--- src/rtl/stepper_pkg.sv ---
// Purpose : shared types and helpers for the stepper phase monitor.
// Latency : n/a (types, constants and pure functions only).
// Backpr. : n/a.
package stepper_pkg;

    typedef enum logic [1:0] {
        IDLE  = 2'd0,
        TRACK = 2'd1,
        FAULT = 2'd2
    } state_t;

    localparam logic [1:0] FLT_NONE    = 2'd0;
    localparam logic [1:0] FLT_ILLEGAL = 2'd1;
    localparam logic [1:0] FLT_SKIP    = 2'd2;

    localparam logic [3:0] PH_IN1 = 4'b0001;
    localparam logic [3:0] PH_IN2 = 4'b0010;
    localparam logic [3:0] PH_IN3 = 4'b0100;
    localparam logic [3:0] PH_IN4 = 4'b1000;

    // Clockwise successor: 0001 -> 1000 -> 0100 -> 0010 -> 0001
    function automatic logic [3:0] rot_right(input logic [3:0] p);
        return {p[0], p[3:1]};
    endfunction

    // Anti-clockwise successor: 0001 -> 0010 -> 0100 -> 1000 -> 0001
    function automatic logic [3:0] rot_left(input logic [3:0] p);
        return {p[2:0], p[3]};
    endfunction

    function automatic logic is_legal(input logic [3:0] p);
        return (p == PH_IN1) || (p == PH_IN2) || (p == PH_IN3) || (p == PH_IN4);
    endfunction

endpackage

--- src/rtl/phase_glitch_filter.sv ---
// Purpose : optional 2-flop sync + stability counter on the 4 phase lines.
// Latency : FILT_CYC cycles to o_stable (plus 2 when PHASE_SYNC_EN is defined).
// Backpr. : none; free-running, o_changed is a one-cycle strobe.
// Ports   : i_clk, i_rst (sync, active-high), i_phase -> o_stable, o_changed.
// Macro   : PHASE_SYNC_EN adds the synchronizer in front of the filter.
module phase_glitch_filter #(
    parameter int FILT_CYC = 4
) (
    input  logic       i_clk,
    input  logic       i_rst,
    input  logic [3:0] i_phase,
    output logic [3:0] o_stable,
    output logic       o_changed
);

    localparam int CW = $clog2(FILT_CYC + 1);

    logic [3:0]    w_sample;
    logic [3:0]    r_last;
    logic [3:0]    r_stable;
    logic          r_changed;
    logic [CW-1:0] r_cnt;
    logic [CW-1:0] w_cnt_nxt;

`ifdef PHASE_SYNC_EN
    logic [3:0] r_sync1;
    logic [3:0] r_sync2;

    always_ff @(posedge i_clk) begin
        if (i_rst) begin
            r_sync1 <= '0;
            r_sync2 <= '0;
        end else begin
            r_sync1 <= i_phase;
            r_sync2 <= r_sync1;
        end
    end

    assign w_sample = r_sync2;
`else
    assign w_sample = i_phase;
`endif

    // Run length of the current sample; a new value restarts the run at 1.
    always_comb begin
        if (w_sample != r_last) begin
            w_cnt_nxt = CW'(1);
        end else if (r_cnt < CW'(FILT_CYC)) begin
            w_cnt_nxt = r_cnt + CW'(1);
        end else begin
            w_cnt_nxt = r_cnt;
        end
    end

    always_ff @(posedge i_clk) begin
        if (i_rst) begin
            r_last    <= '0;
            r_cnt     <= '0;
            r_stable  <= '0;
            r_changed <= 1'b0;
        end else begin
            r_last    <= w_sample;
            r_cnt     <= w_cnt_nxt;
            r_changed <= 1'b0;
            if ((w_cnt_nxt == CW'(FILT_CYC)) && (w_sample != r_stable)) begin
                r_stable  <= w_sample;
                r_changed <= 1'b1;
            end
        end
    end

    assign o_stable  = r_stable;
    assign o_changed = r_changed;

endmodule

--- src/rtl/stepper_phase_monitor.sv ---
// Purpose : decode filtered 4-phase one-hot drive into position/dir/period, flag faults/stalls.
// Latency : phase change -> o_step_pulse = FILT_CYC+1 cycles (2+FILT_CYC+1 with PHASE_SYNC_EN).
// Backpr. : none; outputs are level/pulse status, no handshake.
// Ports   : i_clk, i_rst, i_phase_in, i_clear -> o_position, o_dir, o_step_pulse,
//           o_step_period, o_period_valid, o_stalled, o_fault, o_fault_code.
// Macro   : PHASE_SYNC_EN (consumed by phase_glitch_filter).
module stepper_phase_monitor
    import stepper_pkg::*;
#(
    parameter int FILT_CYC  = 4,
    parameter int POS_W     = 16,
    parameter int PER_W     = 20,
    parameter int STALL_CYC = 200000
) (
    input  logic                    i_clk,
    input  logic                    i_rst,
    input  logic [3:0]              i_phase_in,
    input  logic                    i_clear,
    output logic signed [POS_W-1:0] o_position,
    output logic                    o_dir,
    output logic                    o_step_pulse,
    output logic [PER_W-1:0]        o_step_period,
    output logic                    o_period_valid,
    output logic                    o_stalled,
    output logic                    o_fault,
    output logic [1:0]              o_fault_code
);

    localparam logic [PER_W-1:0] PER_MAX = {PER_W{1'b1}};
    localparam logic [PER_W-1:0] STALL_V = PER_W'(STALL_CYC);

    logic [3:0] w_stable;
    logic       w_changed;

    phase_glitch_filter #(.FILT_CYC(FILT_CYC)) u_filt (
        .i_clk     (i_clk),
        .i_rst     (i_rst),
        .i_phase   (i_phase_in),
        .o_stable  (w_stable),
        .o_changed (w_changed)
    );

    state_t                  r_state;
    state_t                  w_state_nxt;
    logic [3:0]              r_ref;
    logic signed [POS_W-1:0] r_position;
    logic                    r_dir;
    logic                    r_step_pulse;
    logic [PER_W-1:0]        r_step_period;
    logic [PER_W-1:0]        r_per_cnt;
    logic                    r_period_valid;
    logic                    r_step_seen;
    logic                    r_stalled;
    logic                    r_fault;
    logic [1:0]              r_fault_code;

    logic       w_legal;
    logic       w_is_cw;
    logic       w_is_ccw;
    logic       w_seed;
    logic       w_step_ev;
    logic       w_fault_ev;
    logic [1:0] w_fault_kind;

    // State register
    always_ff @(posedge i_clk) begin
        if (i_rst) begin
            r_state <= IDLE;
        end else begin
            r_state <= w_state_nxt;
        end
    end

    // Next state
    always_comb begin
        w_state_nxt = r_state;
        if (i_clear) begin
            w_state_nxt = IDLE;
        end else begin
            case (r_state)
                IDLE:    if (w_legal)    w_state_nxt = TRACK;
                TRACK:   if (w_fault_ev) w_state_nxt = FAULT;
                FAULT:   w_state_nxt = FAULT;
                default: w_state_nxt = IDLE;
            endcase
        end
    end

    // FSM outputs: per-cycle events; clear suppresses all of them.
    always_comb begin
        w_legal      = is_legal(w_stable);
        w_is_cw      = (w_stable == rot_right(r_ref));
        w_is_ccw     = (w_stable == rot_left(r_ref));
        w_seed       = 1'b0;
        w_step_ev    = 1'b0;
        w_fault_ev   = 1'b0;
        w_fault_kind = FLT_NONE;
        if (!i_clear) begin
            case (r_state)
                IDLE: w_seed = w_legal;
                TRACK: begin
                    if (w_changed) begin
                        if (!w_legal) begin
                            w_fault_ev   = 1'b1;
                            w_fault_kind = FLT_ILLEGAL;
                        end else if (w_is_cw || w_is_ccw) begin
                            w_step_ev = 1'b1;
                        end else if (w_stable != r_ref) begin
                            // legal but two positions away: a phase was skipped
                            w_fault_ev   = 1'b1;
                            w_fault_kind = FLT_SKIP;
                        end
                    end
                end
                default: ;
            endcase
        end
    end

    // Datapath
    always_ff @(posedge i_clk) begin
        if (i_rst) begin
            r_ref          <= '0;
            r_position     <= '0;
            r_dir          <= 1'b0;
            r_step_pulse   <= 1'b0;
            r_step_period  <= '0;
            r_per_cnt      <= '0;
            r_period_valid <= 1'b0;
            r_step_seen    <= 1'b0;
            r_stalled      <= 1'b0;
            r_fault        <= 1'b0;
            r_fault_code   <= FLT_NONE;
        end else begin
            r_step_pulse <= w_step_ev;
            if (i_clear) begin
                r_position     <= '0;
                r_per_cnt      <= '0;
                r_period_valid <= 1'b0;
                r_step_seen    <= 1'b0;
                r_stalled      <= 1'b0;
                r_fault        <= 1'b0;
                r_fault_code   <= FLT_NONE;
            end else begin
                if (w_seed) begin
                    r_ref     <= w_stable;
                    r_per_cnt <= PER_W'(1);
                end
                if (w_step_ev) begin
                    r_ref         <= w_stable;
                    r_position    <= w_is_cw ? r_position + POS_W'(1) : r_position - POS_W'(1);
                    r_dir         <= w_is_ccw;
                    r_step_period <= r_per_cnt;
                    r_per_cnt     <= PER_W'(1);
                    r_step_seen   <= 1'b1;
                    r_stalled     <= 1'b0;
                    // the first step's count runs from TRACK entry, not from a step
                    if (r_step_seen) r_period_valid <= 1'b1;
                end else if ((r_state == TRACK) && !w_fault_ev) begin
                    if (r_per_cnt != PER_MAX) r_per_cnt <= r_per_cnt + PER_W'(1);
                    if (r_step_seen && (r_per_cnt >= STALL_V)) r_stalled <= 1'b1;
                end
                if (w_fault_ev) begin
                    r_fault      <= 1'b1;
                    r_fault_code <= w_fault_kind;
                    r_stalled    <= 1'b0;
                end
            end
        end
    end

    assign o_position     = r_position;
    assign o_dir          = r_dir;
    assign o_step_pulse   = r_step_pulse;
    assign o_step_period  = r_step_period;
    assign o_period_valid = r_period_valid;
    assign o_stalled      = r_stalled;
    assign o_fault        = r_fault;
    assign o_fault_code   = r_fault_code;

endmodule

--- config.mk ---
export PLATFORM = sky130hd
export DESIGN_NAME = stepper_phase_monitor
export DESIGN_NICKNAME = d
export VERILOG_FILES = /design/src/rtl/stepper_pkg.sv /design/src/rtl/phase_glitch_filter.sv /design/src/rtl/stepper_phase_monitor.sv
export SDC_FILE = /design/constraint.sdc
export NUM_CORES = 1
export LEC_CHECK = 0
export CAP_MARGIN = 20
export CORE_MARGIN = 2
export CORE_UTILIZATION = 45
export CTS_BUF_LIST = sky130_fd_sc_hd__clkbuf_4 sky130_fd_sc_hd__clkbuf_8 sky130_fd_sc_hd__clkbuf_16
export CTS_CLUSTER_SIZE = 16
export DETAILED_ROUTE_END_ITERATION = 6
export PLACE_DENSITY = 0.66
export SETUP_SLACK_MARGIN = 0.15
export SLEW_MARGIN = 15
export SYNTH_ARGS = -nofsm -noshare
export SYNTH_HDL_FRONTEND = slang
export SYNTH_SLANG_ARGS = --single-unit
--- constraint.sdc ---
create_clock -name i_clk -period 8.2 [get_ports i_clk]
set_clock_uncertainty 0.05 [all_clocks]
set_input_delay 2.46 -clock i_clk [delete_from_list [all_inputs] [get_ports i_clk]]
set_output_delay 2.46 -clock i_clk [all_outputs]
set_load 0.1 [all_outputs]
Yosys cells after proc, flatten, opt, wreduce, memory -nomap -nowiden
Cells that the tools add are included.
- register bits: 82
- bits of input ports: 7
- word-level logic and storage cells: 88
- add/subtract/negate cells: 4
- magnitude comparators: 2
- equal/unequal tests: 15
- muxes and demuxes: 31
- bitwise gates (word level): 1
- reductions and logical operators: 18
- operators by type and width (operator ; count):
    two-way mux 20 bit ; 3
    adder 20 x 1 -> 20 bit (second input constant) ; 1
    greater-or-equal comparator 20 x 18 -> 1 bit (second input constant) ; 1
    != test 20 bit (second input constant) ; 1
    adder 16 x 2 -> 16 bit (second input constant) ; 1
    two-way mux 16 bit ; 1
    subtractor 16 x 2 -> 16 bit (second input constant) ; 1
    two-way mux 1 bit ; 15
    two-way mux 2 bit ; 7
    != test 4 bit ; 3
    AND reduction 2 bit ; 5
    == test 4 bit ; 2
    two-way mux 4 bit ; 2
    two-way mux 3 bit ; 2
    case mux 2 bit (3 select lines) ; 1
    == test 4 x 1 -> 1 bit (second input constant) ; 1
    == test 4 x 2 -> 1 bit (second input constant) ; 1
    == test 4 x 3 -> 1 bit (second input constant) ; 1
    == test 4 bit (second input constant) ; 1
    logical OR 1 bit ; 4
    != test 2 bit (second input constant) ; 2
    OR reduction 4 bit ; 1
    adder 3 x 1 -> 3 bit (second input constant) ; 1
    == test 3 bit (second input constant) ; 1
    10 further kinds ; 12

Longest topological paths before layout
- word-level depth: 12
- gate-level depth with buffers: 12
- depth with buffers taken out: 11

Cells and area by module
A second synthesis with hierarchy kept.
- cell total of the unflattened synthesis: 553
- area total of the unflattened synthesis: 4528.1 µm²
- by module, submodules not included (module ; instances ; cells an instance ; area an instance (µm²) ; sequential area each (µm²)):
    stepper_phase_monitor ; 1 ; 507 ; 3998.8 ; 1401.3
    phase_glitch_filter ; 1 ; 46 ; 529.3 ; 240.2

Least setup slack after synthesis
Ideal clock, no wire load.
- path type: input to register
- from: input port i_clear
- to: register r_per_cnt[12]
- arrival time: 4.022 ns
- required time: 8.084 ns
- slack: 4.062 ns
- stages on the path: 8
- path through: nand3b_1 -> or4_4 -> and3_4 -> buf_6 -> a21oi_4 -> buf_6 -> o21ai_2 -> a21oi_2
- word-level cells in the longest chain between the ends: 4
- RTL lines (what ; RTL line ; text):
    start: declaration ; stepper_phase_monitor.sv:18 ; input logic i_clear,
    two-way mux 1 bit ; stepper_phase_monitor.sv:98 ; if (!i_clear) begin
    two-way mux 20 bit or logical NOT 1 bit (tied branches) ; stepper_phase_monitor.sv:145, stepper_phase_monitor.sv:159 ;
    two-way mux 20 bit or logical AND 1 bit (tied branches) ; stepper_phase_monitor.sv:160, stepper_phase_monitor.sv:159 ;
    two-way mux 20 bit ; stepper_phase_monitor.sv:159 ; end else if ((r_state == TRACK) && !w_fault_ev) begin
    end signal: assignment ; stepper_phase_monitor.sv:160 ; if (r_per_cnt != PER_MAX) r_per_cnt <= r_per_cnt + PER_W'(1);
    end: declaration ; stepper_phase_monitor.sv:50 ; logic [PER_W-1:0] r_per_cnt;
Parallel ways exist; a longest one is shown, timed or not.
A chain may end at the register's enable or synchronous reset.

Final worst setup path
- from: input port i_clear
- to: register r_per_cnt[9]
The elaborated chain is that of the path after synthesis.

==> results.md <==
* Synthesized netlist cell count at 525
* Effective utilization at floorplan at 46.8%
* Min-delay worst type: register to register
* Final number of setup-violating endpoints at 0
* Unique cell type count in the Yosys netlist at 59
* CTS H-tree depth at 3
* Period minus WS final at 4870 ps
* Worst Setup End Kind: register
* Share of the synthesized area in compound gates (AO/OA/AOI/OAI) at 17.9%
* Cell Count Post-Placement at 680
* Number of ports placed on the die boundary at 50
* Fraction of power consumed by combinational cells at 2.5%
* Post-synth EDFFs at 0
* Count of instances resized after the clock tree is built at 0
* Sw power at 0.000171 W
* Type of the setup path with the least slack: input pin to register
* Routing layer with the top usage in global route: met2
* Final Slew Violations at 0
* First-pass DRT Iterations at 4
* Accumulated negative setup slack at 0 ps
* Most used standard cells in the synthesized netlist: 82 x sky130_fd_sc_hd__dfxtp_1, 75 x sky130_fd_sc_hd__nand2_1, 54 x sky130_fd_sc_hd__nor2_1
* Routed Antenna Nets at 0
* Max Root-Sink Buffers at 2
* Final setup margin at 3330 ps
* Most used DFF post-synth: sky130_fd_sc_hd__dfxtp_1
* Total via count after detailed routing at 3765
* Async SR Flop Fraction at 0%
* Antenna violations before repair at 0
* Worst-Skew Late Latency at 350 ps
* Cell with the biggest individual delay on the critical path: sky130_fd_sc_hd__or4_1
* Internal Power at 0.000580 W
* Arithmetic-cell share of the synthesized area counting full adders, half adders and majority gates at 5.91%
* Area used by multi-input combinational logic at 2520 µm²
* Clk network pwr share at 44.3%
* Crit path launch type: input pin
* Area of the mapped netlist at 4360 µm²
* Overflow left after global routing at 0
* Crit-path max FO at 21
* Number of max-cap violations at 0
* GR Util met2 at 32.5%
* Area of all sequential standard cells at 1640 µm²
* Mapped Nets at 552
* Drt via density at 5.41
* Sequential element share of the synthesized area at 37.6%
* Die X-Extent at 102 µm
* Measured slew at the worst slew-check pin at 996 ps
* Library cell occupying the most area in the post-synthesis netlist: sky130_fd_sc_hd__dfxtp_1
* Nets at 589
* Cell leakage power at 1.82 nW
* First-pass GRT wire length at 16600 µm
* Final WL at 9750 µm
* Clock tree root driver cell: sky130_fd_sc_hd__clkbuf_8
* Arrival time at the worst endpoint at 5100 ps
* Final clock period utilization by the worst path at 59.4%
* Ordered list of cells on the worst path: clkdlybuf4s50_1 -> nand3b_1 -> a211o_1 -> nand4_1 -> or4_1 -> a21oi_2
* Number of fill cells in the layout at 921
* Row count at 35
* Met3 Track Usage GR at 3.90%
* Total clock sinks at 82
* Tightest hold margin at 407 ps
* Slew HR at 33.4%
* Grt met1 use at 26.6%
* Clock slew seen by the registers of the worst setup and hold paths at 90 ps
* Synthesized-area fraction occupied by and/or/nand/nor cells at 24.9%
* Share of the synthesized area in the top cell type at 37.6%
* XOR/XNOR share of the synthesized area at 6.22%
* Post-synthesis area per instance at 8.31 µm²
* Largest net degree at the start of global routing at 41
* Number of global-route vias before repair at 3582
* Switching portion of total power at 22.8%
* Count of synthesis-stage warnings from yosys at 0
* Mux cell area share after synthesis at 2.75%
* Most area-consuming cells after synthesis: sky130_fd_sc_hd__dfxtp_1 38%, sky130_fd_sc_hd__nand2_1 6.5%, sky130_fd_sc_hd__a21oi_1 5.5%
* Max Freq at 205 MHz
* Global-route usage over all layers at 19.8%
* WP data required at 8430 ps
* WL per Instance at 14.0 µm
* DRC errors left at 0
* Non-filler cells, final at 696
* Worst setup timing slack at the placement stage at 3010 ps
* Area of the core at 9330 µm²
* Floorplan die area at 10500 µm²
* Result of the run: complete, no violations
* Layout cell share with drive strength beyond 1 at 8.47%
* Power share of the sequential group at 53.2%
* Post-synthesis sequential element count at 82
* Combinational family with the most area after synthesis: simple AND/OR/NAND/NOR gates
* Unrepaired setup endpoints after global routing: no
* Hold buffer count at cts at 0
* Max VDD drop at 0.106 mV
* Critical path's largest stage delay at 760 ps
* Y dimension of the die at 102 µm
* Most common cell in the synthesized netlist: sky130_fd_sc_hd__dfxtp_1
* Pwr Density at 147 nW/µm²
* Number of failing hold endpoints at the final stage at 0
* TritonCTS clock tree: yes
* Number of buffers inserted during clock tree synthesis at 9
* Detailed router's first-iteration violation count at 125
* Total inserted antenna cells at 0
* Total half-perimeter wirelength after legalization and detailed placement at 6840 µm
* Layout Area Growth over Synthesis at 17.0%
* Total setup buffers inserted after CTS at 0
* Count of buffers from port buffering at 49
* Gp weighted congestion at 0.802
==> worst max-delay path, delay by kind of cell <==
family	cells	cell delay (ps)
buffers and inverters	1	560
AOI/OAI and AO/OA	2	380
and+or+nand+nor	3	1700
==> cells by family (layout without fill, tap and decap cells) <==
kind of cell | Yosys count | count (layout)
AO/OA/AOI/OAI | 120 | 120
multiplexers | 12 | 12
adder cells (fa/ha/maj) | 20 | 20
XOR/XNOR | 31 | 31
AND/OR/NAND/NOR | 222 | 222
flip-flops | 82 | 82
buffers and inverters | 38 | 80
==> cells in the final DEF, fill, tap and decap left out, drive strengths merged, types with 9 or more instances in the layout <==
cell / synthesis / layout
mux2i: 12 / 12
clkdlybuf4s50: 0 / 49
nand4: 9 / 9
a21oi: 57 / 57
o21ai: 24 / 24
inv: 12 / 14
ha: 19 / 19
xnor2: 22 / 22
or3: 10 / 10
xor2: 9 / 9
nor2b: 12 / 12
clkbuf: 16 / 9
dfxtp: 82 / 82
nand3: 14 / 14
nand2: 75 / 75
nor2: 54 / 54
nor3: 17 / 17
==> cell type report <==
cell class	instances	area share (%)
Clock buffer	9	2.43
Clock inverter	7	1.98
Inverter	12	0.882
Multi-Input combinational cell	405	49.4
Sequential cell	82	32.1
Tap cell	129	3.16
Timing Repair Buffer	52	10.0
==> layer usage <==
metal | wire length (µm) | up-vias
li1 | - | 1923
met1 | 4620 | 1758
met2 | 4580 | 74
met3 | 431 | 10
met4 | 123 | 0
met5 | 0 | -
==> final timing paths <==
check,slack [ps],to,from,cells after the start
min,410,o_step_period[8]$_SDFFE_PP0P_,o_step_period[8]$_SDFFE_PP0P_,2
min reg2reg,410,o_step_period[8]$_SDFFE_PP0P_,o_step_period[8]$_SDFFE_PP0P_,2
max,3330,r_per_cnt[9]$_SDFF_PP0_,i_clear,6
max reg2reg,4700,o_position[15]$_SDFFE_PP0P_,u_filt.o_stable[3]$_SDFFE_PP0P_,10
==> power by group through the flow <==
stage | Sequential [W] | Clock [W] | Combinational (W)
6_report | 0.000400 | 0.000333 | 0.0000184
3_5_place_dp | 0.000409 | 0 | 0.0000188
3_3_place_gp | 0.000409 | 0 | 0.0000184
4_1_cts | 0.000400 | 0.000339 | 0.0000188
2_1_floorplan | 0.000409 | 0 | 0.0000113
5_1_grt | 0.000400 | 0.000356 | 0.0000206
==> state kept, by name, summed over array words and instances (netlist names), 2 cells and up <==
register / cells
o_fault_code: 2
o_position: 16
o_step_period: 20
r_per_cnt: 20
r_ref: 4
r_state: 2
u_filt.o_stable: 4
u_filt.r_cnt: 3
u_filt.r_last: 4
==> stage by stage <==
step | util [%] | power (W) | cell area, µm²
after floorplan | - | 0.000421 | 4360
after global placement | 52.3 | 0.000428 | 4880
after detailed placement | 52.3 | 0.000428 | 4880
after CTS | 54.7 | 0.000758 | 5110
after global routing | 54.7 | 0.000777 | 5110
final | 54.7 | 0.000751 | 5110
No activity file was read; power rests on OpenSTA's default activity.
